### config.mk
export PLATFORM = sky130hd
export DESIGN_NAME = sad_block_accumulator
export DESIGN_NICKNAME = d
export VERILOG_FILES = /design/src/rtl/sad_pkg.sv /design/src/rtl/sad_min_tracker.sv /design/src/rtl/sad_block_accumulator.sv
export SDC_FILE = /design/constraint.sdc
export NUM_CORES = 1
export LEC_CHECK = 0
export CAP_MARGIN = 10
export CORE_ASPECT_RATIO = 0.75
export CORE_UTILIZATION = 44
export CTS_CLUSTER_SIZE = 24
export DETAILED_ROUTE_END_ITERATION = 10
export GPL_TIMING_DRIVEN = 0
export PLACE_DENSITY_LB_ADDON = 0.3
export SLEW_MARGIN = 20
export SYNTH_ARGS = -nofsm -noshare
export SYNTH_HDL_FRONTEND = slang
export SYNTH_HIERARCHICAL = 1
export SYNTH_SLANG_ARGS = --single-unit
### constraint.sdc
create_clock -name i_clk -period 7.6 [get_ports i_clk]
set_input_delay 1.52 -clock i_clk [delete_from_list [all_inputs] [get_ports i_clk]]
set_output_delay 1.52 -clock i_clk [all_outputs]
set_load 0.005 [all_outputs]
### src/rtl/sad_pkg.sv
// Shared constants and state encoding for the SAD block accumulator.
package sad_pkg;
  localparam int ROWS   = 8;
  localparam int ROW_W  = 11;
  localparam int CAND_W = 6;
  localparam int CNT_W  = $clog2(ROWS);
  localparam int SAD_W  = ROW_W + CNT_W;

  localparam logic [SAD_W-1:0] SAD_MAX = {SAD_W{1'b1}};

  typedef enum logic [1:0] {
    IDLE  = 2'd0,
    ACCUM = 2'd1,
    DONE  = 2'd2
  } state_t;
endpackage

### src/rtl/sad_min_tracker.sv
// Running minimum of block SADs; on a tie the earlier candidate is kept.
module sad_min_tracker
  import sad_pkg::*;
(
  input  logic              clk,
  input  logic              rst_n,
  input  logic              clear,
  input  logic              update,
  input  logic [SAD_W-1:0]  cand_sad,
  input  logic [CAND_W-1:0] cand_idx,
  output logic [SAD_W-1:0]  best_sad,
  output logic [CAND_W-1:0] best_cand
);

  logic [SAD_W-1:0]  best_sad_r;
  logic [CAND_W-1:0] best_cand_r;

  // Best-so-far registers; SAD_MAX start value guarantees the first block wins.
  always_ff @(posedge clk) begin
    if (!rst_n) begin
      best_sad_r  <= SAD_MAX;
      best_cand_r <= {CAND_W{1'b0}};
    end else if (clear) begin
      best_sad_r  <= SAD_MAX;
      best_cand_r <= {CAND_W{1'b0}};
    end else if (update && (cand_sad < best_sad_r)) begin
      best_sad_r  <= cand_sad;
      best_cand_r <= cand_idx;
    end else begin
      best_sad_r  <= best_sad_r;
      best_cand_r <= best_cand_r;
    end
  end

  assign best_sad  = best_sad_r;
  assign best_cand = best_cand_r;

endmodule

### src/rtl/sad_block_accumulator.sv
// Accumulates row sums into block SADs and tracks the best candidate of a search.
// Define SAD_EARLY_TERM_EN to abandon blocks whose partial sum already reaches the best.
module sad_block_accumulator
  import sad_pkg::*;
(
  input  logic              i_clk,
  input  logic              i_rst_n,
  input  logic              i_search_start,
  input  logic              i_row_valid,
  input  logic [ROW_W-1:0]  i_row_sum,
  input  logic [CAND_W-1:0] i_cand_idx,
  input  logic              i_search_last,
  output logic              o_ready,
  output logic              o_sad_valid,
  output logic [SAD_W-1:0]  o_sad,
  output logic [CAND_W-1:0] o_sad_cand,
  output logic [SAD_W-1:0]  o_best_sad,
  output logic [CAND_W-1:0] o_best_cand,
`ifdef SAD_EARLY_TERM_EN
  output logic              o_prune,
`endif
  output logic              o_search_done
);

  state_t            state_r, state_next_s;
  logic [SAD_W-1:0]  acc_r;
  logic [CNT_W-1:0]  row_cnt_r;
  logic [CAND_W-1:0] cand_r;
  logic              last_r;
  logic              ready_r;
  logic              sad_valid_r;
  logic [SAD_W-1:0]  sad_r;
  logic [CAND_W-1:0] sad_cand_r;
  logic              done_r;

  logic              accept_s;
  logic              last_row_s;
  logic              first_row_s;
  logic [SAD_W-1:0]  sum_s;
  logic [CAND_W-1:0] cand_eff_s;
  logic              last_eff_s;
  logic              block_end_s;
  logic              prune_s;
  logic [SAD_W-1:0]  best_sad_s;
  logic [CAND_W-1:0] best_cand_s;

  // A row coincident with a start pulse belongs to the aborted block and is dropped.
  assign accept_s    = i_row_valid && ready_r && !i_search_start;
  assign first_row_s = (row_cnt_r == {CNT_W{1'b0}});
  assign last_row_s  = (row_cnt_r == CNT_W'(ROWS - 1));
  assign sum_s       = acc_r + SAD_W'(i_row_sum);
  assign cand_eff_s  = first_row_s ? i_cand_idx : cand_r;
  assign last_eff_s  = first_row_s ? i_search_last : last_r;
  assign block_end_s = accept_s && last_row_s;

`ifdef SAD_EARLY_TERM_EN
  assign prune_s = accept_s && !last_row_s && (sum_s >= best_sad_s);
`else
  assign prune_s = 1'b0;
`endif

  // Next-state decode.
  always_comb begin
    state_next_s = state_r;
    case (state_r)
      IDLE: begin
        if (i_search_start) state_next_s = ACCUM;
        else                state_next_s = IDLE;
      end
      ACCUM: begin
        if (i_search_start)                          state_next_s = ACCUM;
        else if ((block_end_s || prune_s) && last_eff_s) state_next_s = DONE;
        else                                         state_next_s = ACCUM;
      end
      DONE: begin
        if (i_search_start) state_next_s = ACCUM;
        else                state_next_s = IDLE;
      end
      default: state_next_s = IDLE;
    endcase
  end

  // State, accumulator, row counter and registered outputs.
  always_ff @(posedge i_clk) begin
    if (!i_rst_n) begin
      state_r     <= IDLE;
      acc_r       <= {SAD_W{1'b0}};
      row_cnt_r   <= {CNT_W{1'b0}};
      cand_r      <= {CAND_W{1'b0}};
      last_r      <= 1'b0;
      ready_r     <= 1'b0;
      sad_valid_r <= 1'b0;
      sad_r       <= {SAD_W{1'b0}};
      sad_cand_r  <= {CAND_W{1'b0}};
      done_r      <= 1'b0;
    end else begin
      state_r     <= state_next_s;
      ready_r     <= (state_next_s == ACCUM);
      done_r      <= (state_next_s == DONE);
      sad_valid_r <= block_end_s;
      if (i_search_start || block_end_s || prune_s) begin
        acc_r     <= {SAD_W{1'b0}};
        row_cnt_r <= {CNT_W{1'b0}};
      end else if (accept_s) begin
        acc_r     <= sum_s;
        row_cnt_r <= row_cnt_r + CNT_W'(1);
      end else begin
        acc_r     <= acc_r;
        row_cnt_r <= row_cnt_r;
      end
      if (accept_s && first_row_s) begin
        cand_r <= i_cand_idx;
        last_r <= i_search_last;
      end else begin
        cand_r <= cand_r;
        last_r <= last_r;
      end
      if (block_end_s) begin
        sad_r      <= sum_s;
        sad_cand_r <= cand_eff_s;
      end else begin
        sad_r      <= sad_r;
        sad_cand_r <= sad_cand_r;
      end
    end
  end

`ifdef SAD_EARLY_TERM_EN
  logic prune_r;

  // Prune pulse tells upstream to skip to the next candidate.
  always_ff @(posedge i_clk) begin
    if (!i_rst_n) prune_r <= 1'b0;
    else          prune_r <= prune_s;
  end

  assign o_prune = prune_r;
`endif

  sad_min_tracker u_min (
    .clk       (i_clk),
    .rst_n     (i_rst_n),
    .clear     (i_search_start),
    .update    (block_end_s),
    .cand_sad  (sum_s),
    .cand_idx  (cand_eff_s),
    .best_sad  (best_sad_s),
    .best_cand (best_cand_s)
  );

  assign o_ready       = ready_r;
  assign o_sad_valid   = sad_valid_r;
  assign o_sad         = sad_r;
  assign o_sad_cand    = sad_cand_r;
  assign o_best_sad    = best_sad_s;
  assign o_best_cand   = best_cand_s;
  assign o_search_done = done_r;

endmodule

======== After elaboration in Yosys (flattened, before gate mapping) ========
Cells that the tools add are included.
storage, ports and cells
  bits in registers ....................... 69
  memories ................................ 0
  input port bits ......................... 22
  memory bits (read-only) ................. 0
  logic and storage cells ................. 40
  latch bits .............................. 0
  RAM bits ................................ 0
  output and inout port bits .............. 43
cells by class
  $mul .................................... 0
  mux-type cells .......................... 6
  add/subtract/negate cells ............... 2
  reductions and logical operators ........ 13
  order comparisons ....................... 1
  bitwise logic cells ..................... 1
  eq/ne operators ......................... 5
  div/mod/pow operators ................... 0
  shifts and indexed selects .............. 0
operators by type and width
  kind                                            number
  adder 14 x 11 -> 14 bit                         1
  < comparator 14 bit                             1
  logical AND 1 bit                               6
  2-to-1 mux 6 bit                                1
  OR reduction 2 bit                              3
  == test 2 x 1 -> 1 bit (second input constant)  2
  == test 2 bit (second input constant)           2
  2-to-1 mux 2 bit                                2
  case mux 2 bit (2 select lines)                 1
  adder 3 x 1 -> 3 bit (second input constant)    1
  == test 3 bit (second input constant)           1
  zero test 3 bit                                 1
  zero test 2 bit                                 1
  2-to-1 mux 1 bit                                2
  zero test 1 bit                                 1
  logical OR 1 bit                                1
  inverter 1 bit                                  1

======== Depth between registers and ports, before layout ========
Gate-level depths: netlist of run 1.
  depth in word-level cells ............... 8
  gate-level depth with buffers ........... 16
  gate-level depth less buffers ........... 15

======== Cells and area by module ========
The synthesis of run 1 kept the hierarchy.
by module, submodules not included
  module                 area an instance (um2)  times used  cells each  sequential area each (um2)
  sad_block_accumulator  2598.7                  1           303         980.9
  sad_min_tracker        1128.6                  1           133         400.4

======== Worst setup path before layout of run 1 ========
No wires, ideal clock.
  path type ............................... input to register
  start ................................... input i_row_sum[0]
  end ..................................... register u_min.best_cand_r[0], in the netlist u_min/best_cand[0]
  stages on the path ...................... 15
  slack ................................... 3.153 ns
  library setup time ...................... 0.072 ns
  buffers on the path ..................... 1
  data arrival time ....................... 4.375 ns
  required time ........................... 7.528 ns
  path through ............................ ha_1 inv_1 fa_1 nor2b_1 o31a_1 o2111ai_1 or2_2 and3b_1 ha_1 nand4_1 nor2_1 and3_1 a221oi_2 buf_6 mux2i_1
on the way
  word-level cells in the longest chain between the ends .. 3
ends and longest elaborated chain
  item                     line                         RTL
  start, declared          sad_block_accumulator.sv:10  input logic [ROW_W-1:0] i_row_sum,
  adder 14 x 11 -> 14 bit  sad_block_accumulator.sv:51  assign sum_s = acc_r + SAD_W'(i_row_sum);
  net sum_s[12]            sad_block_accumulator.sv:39  logic [SAD_W-1:0] sum_s;
  < comparator 14 bit      sad_min_tracker.sv:26        end else if (update && (cand_sad < best_sad_r)) begin
  logical AND 1 bit        sad_min_tracker.sv:26
  end signal, assigned     sad_min_tracker.sv:25        best_cand_r <= {CAND_W{1'b0}};
  end signal, assigned     sad_min_tracker.sv:28        best_cand_r <= cand_idx;
  end signal, assigned     sad_min_tracker.sv:31        best_cand_r <= best_cand_r;
  end, declared            sad_min_tracker.sv:16        logic [CAND_W-1:0] best_cand_r;
The timed path passes the listed nets, and every way through them passes these cells.
A chain may end at the register's enable or synchronous reset.

======== Worst setup path after layout of run 1 ========
  start ................................... input i_row_sum[0]
  end ..................................... register u_min.best_sad_r[5], in the netlist u_min/best_sad[5]
on the way
  word-level cells in the longest chain between the ends .. 3
ends and longest elaborated chain
  item                     line                         RTL
  adder 14 x 11 -> 14 bit  sad_block_accumulator.sv:51
  net sum_s[10]            sad_block_accumulator.sv:39
  < comparator 14 bit      sad_min_tracker.sv:26
  logical AND 1 bit        sad_min_tracker.sv:26
  end signal, assigned     sad_min_tracker.sv:27        best_sad_r <= cand_sad;
  end signal, assigned     sad_min_tracker.sv:30        best_sad_r <= best_sad_r;
  end, declared            sad_min_tracker.sv:15        logic [SAD_W-1:0] best_sad_r;
The timed path passes the listed nets, and every way through them passes these cells.

==> impl_metrics.toml, run 1 <==
[status]
status = "finished, final reports clean"

[clock_tree]
clockRootBuffer = "clkbuf_16"
postCtsSetupBuffers = 0
holdBufCountCts = 0
numClockSinks = 69
cts_tree = "done"
clk_latency_ps = 340
htree_levels = 3
cts_buffer_depth = 2
postCtsResizedCells = 0
clkTransAtPathRegs_ps = 60
cts_buffers = 9

[finish]
stdcell_area_um2 = 4830
layout_commonest_cell = "nand2_1"
antennaDiodeCount = 0
regArea_um2 = 1380
layout.cells.non_filler = 621
drive_gt1_frac = 0.0853
num-fill-cells = 696
syn_to_final_growth_pct = 29.5
final_cell_mix = "nand2_1 (71), dfxtp_1 (69), clkdlybuf4s50_1 (64)"
nets = 561
finish.utilization = 0.599
multiInputGateArea_um2 = 2150

[floorplanning]
ios = 65
die_y_um = 81.7
placementRows = 28
start_util = 0.463
fp.coreArea_um2 = 8060
dieArea_um2 = 8850
die_x_um = 108

[timing]
hold_viol_final = 0
finalCriticalPeriod_ps = 5130
skew_ps = 8.97
relSlewSlack = 0.558
fmax_mhz = 195
finalSetupTns_ps = 0
rsz0062_at_grt = "no"
setup_viol = 0
worst-slew-pin-transition_ps = 659
period_share = 0.675
drv_slew = 0

[global_route]
grt_pass1_vias = 3021
grt_pass1_wl_um = 14800
grt_usage = 0.222
antenna_found_initial = 0
gr-total-overflow = 0
grt_max_degree = 15

[placed_design]
io_buffers = 64
gp_congestion = 0.840
place_hpwl_um = 7010
placed_area_um2 = 4500
post-place-cells = 605

[critical_path]
r2r_start = "acc_r[0]"
critPathArrivalTime_ps = 5390
r2r_slack_ps = 3820
cp-start-kind = "primary input"
path_class = "primary input to flip-flop"
cp_data_required_time_ps = 7860
crit_path_end_kind = "flip-flop"
critical_path.max_fanout = 10
r2r_cells = 16
reg2reg_to = "u_min/best_sad[5]"

[logic_synthesis]
yosysWarningCount = 6
synth_cell_type_count = 49
synth_top_area_frac = 0.371
synth_area_um2 = 3730
avgSynthCellArea_um2 = 8.55
yosysTopAreaCell = "dfxtp_1"
synthesis.nets = 486
synth_seq_cells = 69
synthTopCellsByArea = "dfxtp_1 (37%), ha_1 (9.1%), nand2_1 (7.2%)"
synth_edf_count = 0
synthCells = 436
async_flop_share = 0
ys_seq_area_frac = 0.371
synthFlopType = "dfxtp_1"

[detailed_routing]
finalWirelength_um = 9370
wire_per_inst_um = 15.1
postRouteAntennaNets = 0
vias = 3327
drc_errors = 0
via_per_inst = 5.36
drt-initial-drc-count = 215
dr.pass1.iters = 4

[hold_path]
hold_class = "flip-flop to flip-flop"
hold_depth = 1
hold_path_startpoint = "state_r[1]"
holdPathEnd = "state_r[1]"

[power]
vdd_ir_drop_max_uv = 92.9
finalPower_uw = 911
powerDensity_nw_per_um2 = 189
p_leak_uw = 0.00197

[flow_run]
drv_cap = 0
[synthesized netlist by cell type, types with 2 or more instances]
cell       n
a21oi_1   23
o21ai_0   17
and2_1     2
o221ai_1   4
xnor2_1    6
nor4_1     3
mux2i_1   22
mux2_2     6
o21a_1     3
a21boi_0  17
ha_1      27
nand4_1    2
or2_2      6
nand3_1    8
nor2b_1    5
nand3b_1   2
a21o_1     3
nor3_1     2
nand2_1   71
inv_1     24
and3_4     2
nand4b_1   3
xor2_1     6
and3b_1    3
buf_6      3
a211oi_1   6
nor2_1    43
clkbuf_1  19
dfxtp_1   69
o221a_2    5
nand2b_1   6
[worst max-delay path by stage]
stage,start,to,slack (ps),cells past startpoint
after floorplan,i_row_sum[0],u_min/best_cand[0],3150,15
final,i_row_sum[0],u_min/best_sad[5],2470,16
after global routing,i_row_sum[0],u_min/best_sad[5],2270,16
after global placement,i_row_sum[0],u_min/best_sad[9],2290,16
after detailed placement,i_row_sum[0],u_min/best_sad[3],2230,16
after CTS,i_row_sum[0],u_min/best_sad[5],2530,16
[registers in the layout, indices dropped and copies added (netlist names)]
register / flops
acc_r: 14
o_sad: 14
u_min/best_sad: 14
cand_r: 6
o_sad_cand: 6
u_min/best_cand: 6
row_cnt_r: 3
state_r: 2
last_r: 1
o_ready: 1
o_sad_valid: 1
o_search_done: 1
[area by class of cell]
type,instances,area share
inverter,25,0.0194
multi-input combinational,320,0.445
clock inverter,7,0.0215
timing repair buffer,64,0.133
sequential,69,0.286
tap,105,0.0272
clock buffer,9,0.0466
buffer,22,0.0218
[critical path: stages]
cell and delay [ps]:
clkdlybuf4s50_1 480, ha_1 190, inv_1 60, fa_1 400
nor2b_1 170, o31a_1 210, o21ai_0 160, a211oi_1 580
inv_1 140, ha_1 330, nand4_1 100, nor2_1 80
and3_1 190, a221oi_2 320, buf_6 220, mux2i_1 220
[stage by stage]
stage / setup WS (ps) / hold WS [ps]
2_1_floorplan: 3150 / 421
3_3_place_gp: 2290 / 437
3_5_place_dp: 2230 / 452
4_1_cts: 2530 / 456
5_1_grt: 2270 / 477
6_report: 2470 / 459
[layer usage]
metal / track usage / wire, µm / vias up / part of all wire
li1: - / - / 1655 / -
met1: 0.305 / 4660 / 1562 / 0.50
met2: 0.340 / 4020 / 96 / 0.43
met3: 0.0722 / 569 / 14 / 0.061
met4: 0.0473 / 124 / 0 / 0.013
met5: 0 / 0 / - / 0
[cells by family (layout without fill, tap and decap cells)]
kind of cell               count (synthesis)  count (layout)  share of synthesized area
AOI/OAI and AO/OA                         89              89                      0.172
muxes                                     28              28                     0.0772
and+or+nand+nor                          163             163                      0.203
DFF                                       69              69                      0.371
buffers and inverters                     47             127                     0.0534
xor gates and xnor gates                  12              12                     0.0282
adders and majority gates                 28              28                     0.0960
[report_power, final]
group	switching [µW]	internal (µW)
Clock	170	292
Combinational	47.2	35.2
Sequential	2.02	365
Total	219	692
No activity file was read; power rests on OpenSTA's default activity.
==> run 2, diff against run 1 <==
==> constraint.sdc (replaced) <==
create_clock -name i_clk -period 5.3 [get_ports i_clk]
set_input_delay 1.06 -clock i_clk [delete_from_list [all_inputs] [get_ports i_clk]]
set_output_delay 1.06 -clock i_clk [all_outputs]
set_load 0.005 [all_outputs]
==> results of run 2 <==
Same layout as run 1 (identical final DEF). Status: finished, final reports clean.
Among the figures that moved: setup slack after placement 2230 ps -> 391 ps; setup slack after layout 2470 ps -> 630 ps; register-to-register setup slack 3820 ps -> 1520 ps; total power 911 µW -> 1310 µW; worst IR drop on VDD 92.9 µV -> 133 µV
==> run 3, diff against run 2 <==
--- a/config.mk
+++ b/config.mk
@@ -5,6 +5,7 @@
 export SDC_FILE = /design/constraint.sdc
 export NUM_CORES = 1
 export LEC_CHECK = 0
+export ABC_AREA = 1
 export CAP_MARGIN = 10
 export CORE_ASPECT_RATIO = 0.75
 export CORE_UTILIZATION = 44
==> impl_metrics.toml, run 3 <==
[timing]
finalSetupTns_ps = 0
setup_viol = 0
relSlewSlack = 0.589
hold_viol_final = 0
skew_ps = 10.4
drv_slew = 0
rsz0062_at_grt = "no"
setup_slack_ps = 1260
worst-slew-pin-transition_ps = 614
finalCriticalPeriod_ps = 4040
period_share = 0.762
fmax_mhz = 248

[clock_tree]
cts_buffers = 9
postCtsResizedCells = 0
cts_buffer_depth = 2
clockRootBuffer = "clkbuf_16"
cts_tree = "done"
clkTransAtPathRegs_ps = 60
holdBufCountCts = 0
htree_levels = 3
clk_latency_ps = 340
numClockSinks = 69
postCtsSetupBuffers = 0

[logic_synthesis]
synthFlopType = "dfxtp_1"
synthCells = 569
ys_seq_area_frac = 0.345
synth_edf_count = 0
synthTopCellsByArea = "dfxtp_1 (35%), nand2_1 (15%), inv_1 (9.6%)"
yosys-top-cells-count = "nand2_1 (164), inv_1 (102), dfxtp_1 (69), nand3_1 (40), nor2_1 (36)"
yosysTopAreaCell = "dfxtp_1"
synth_cell_type_count = 38
synth_seq_cells = 69
avgSynthCellArea_um2 = 7.03
yosysWarningCount = 6
synthesis.nets = 619
async_flop_share = 0
synth_top_area_frac = 0.345
synth_area_um2 = 4000
synth.most_common_cell = "nand2_1"

[placed_design]
post-place-cells = 741
gp_congestion = 0.887
place_hpwl_um = 7420
place_ws_ps = 1010
io_buffers = 64

[detailed_routing]
dr.pass1.iters = 8
via_per_inst = 4.86
drt-initial-drc-count = 190
postRouteAntennaNets = 0
vias = 3677
finalWirelength_um = 9810
drc_errors = 3
wire_per_inst_um = 13.0

[critical_path]
critPathSlowestCell = "clkdlybuf4s50_1"
cp_data_required_time_ps = 5500
cp-start-kind = "primary input"
path_cells = "clkdlybuf4s50_1 -> ha_1 -> inv_1 -> fa_1 -> inv_1 -> nand3_1 -> nand2_2 -> nand2_1 -> nand4_1 -> and2_1 -> inv_1 -> ha_1 -> nand2_1 -> inv_1 -> nand2_4 -> nor2_8 -> nor2_8 -> nand2_4 -> buf_12 -> nand2_2 -> nand3_2"
crit_family = "simple AND/OR/NAND/NOR gates"
crit_path_end_kind = "flip-flop"
cpMostUsedCell = "inv_1"
critPathArrivalTime_ps = 4240
path_buf_inv = 6
critical_path.max_fanout = 10
path_class = "primary input to flip-flop"
critical_path.max_stage_delay_ps = 520

[global_route]
grt_pass1_vias = 3452
gr-total-overflow = 0
grt_pass1_wl_um = 16300
antenna_found_initial = 0
grt_usage = 0.220
grt_max_degree = 13

[finish]
nets = 694
final_cell_mix = "nand2_1 (164), inv_1 (102), dfxtp_1 (69)"
layout_commonest_cell = "nand2_1"
layout.cells.non_filler = 757
drive_gt1_frac = 0.109
finish.utilization = 0.588
antennaDiodeCount = 0
syn_to_final_growth_pct = 26.9

[power]
p_leak_uw = 0.00264
vdd_ir_drop_max_uv = 186
finalPower_uw = 1250
powerDensity_nw_per_um2 = 245

[status]
violations = "design-rule violations"
status = "finished with violations"

[floorplanning]
placementRows = 29
dieArea_um2 = 9480
ios = 65
die_x_um = 112
fp.coreArea_um2 = 8640
die_y_um = 84.6
start_util = 0.463

[hold_path]
hold_class = "flip-flop to flip-flop"

[flow_run]
drv_cap = 0
## run 3: cell types whose count changed in the layout (fill, tap and decap cells not counted), moves of 6 or more
cell      change
a211oi_1      -6
a21boi_0     -16
a21oi_2       +7
clkbuf_1     -15
inv_1        +78
mux2_2        -6
mux2i_1      -22
nand2_1      +93
nand2_2      +14
nand2b_1      -6
nand3_1      +32
nand3_2      +11
nor2_1        -7
## run 3: routing by layer
layer  wire length (µm)  GRT usage  vias up
met5                  0          0        -
met4                142     0.0727        0
met3                466     0.0455       13
met2               4200      0.337       87
met1               5000      0.310     1669
li1                   -          -     1908
## run 3: worst reg2reg max path, stage by stage (launching register included)
cell and delay [ps]:
dfxtp_1 330, ha_1 210, inv_1 70, fa_1 410, inv_1 100, nand3_1 80, nand2_2 120, nand2_1 80
nand4_1 70, and2_1 260, inv_1 100, ha_1 300, nand2_1 60, inv_1 60, nand2_4 110, nor2_8 50
nor2_8 190, nand2_4 110, buf_12 160, nand2_2 60, nand3_2 60
## run 3: final cells by class
class | instances | area [µm²]
tap | 108 | 135
fill | 820 | 3560
clock buffer | 11 | 243
inverter | 105 | 394
buffer | 16 | 128
clock inverter | 5 | 58.8
multi-input combinational | 379 | 2100
timing repair buffer | 64 | 641
sequential | 69 | 1380
## run 3: per-stage QoR
stage | hold WS, ps | cell area (µm²)
after global placement | 436 | 4780
after detailed placement | 446 | 4780
after global routing | 465 | 5080
final | 455 | 5080
after floorplan | 423 | 4000
after CTS | 460 | 5080
## run 3: worst paths after layout
check                                           to  cells after the start         start  slack (ps)
worst max-delay path            u_min/best_sad[11]                     21  i_row_sum[0]        1260
worst min-delay path                 o_search_done                      1    state_r[1]         450
worst max register to register  u_min/best_sad[11]                     20      acc_r[0]        2210
worst min register to register       o_search_done                      1    state_r[1]         450
## run 3: power breakdown
group          total [µW]  switching [µW]  internal, µW
Sequential            526            2.17           524
Combinational         109            66.8          41.9
Clock                 611             233           378
## run 3: cell families (layout without fill, tap and decap cells)
logic type	count (synthesis)	count (layout)	share of synthesized area
AOI/OAI and AO/OA	60	60	0.0888
xor gates and xnor gates	6	6	0.0131
adders and majority gates	28	28	0.0895
buffers and inverters	121	201	0.130
DFF	69	69	0.345
and+or+nand+nor	285	285	0.333
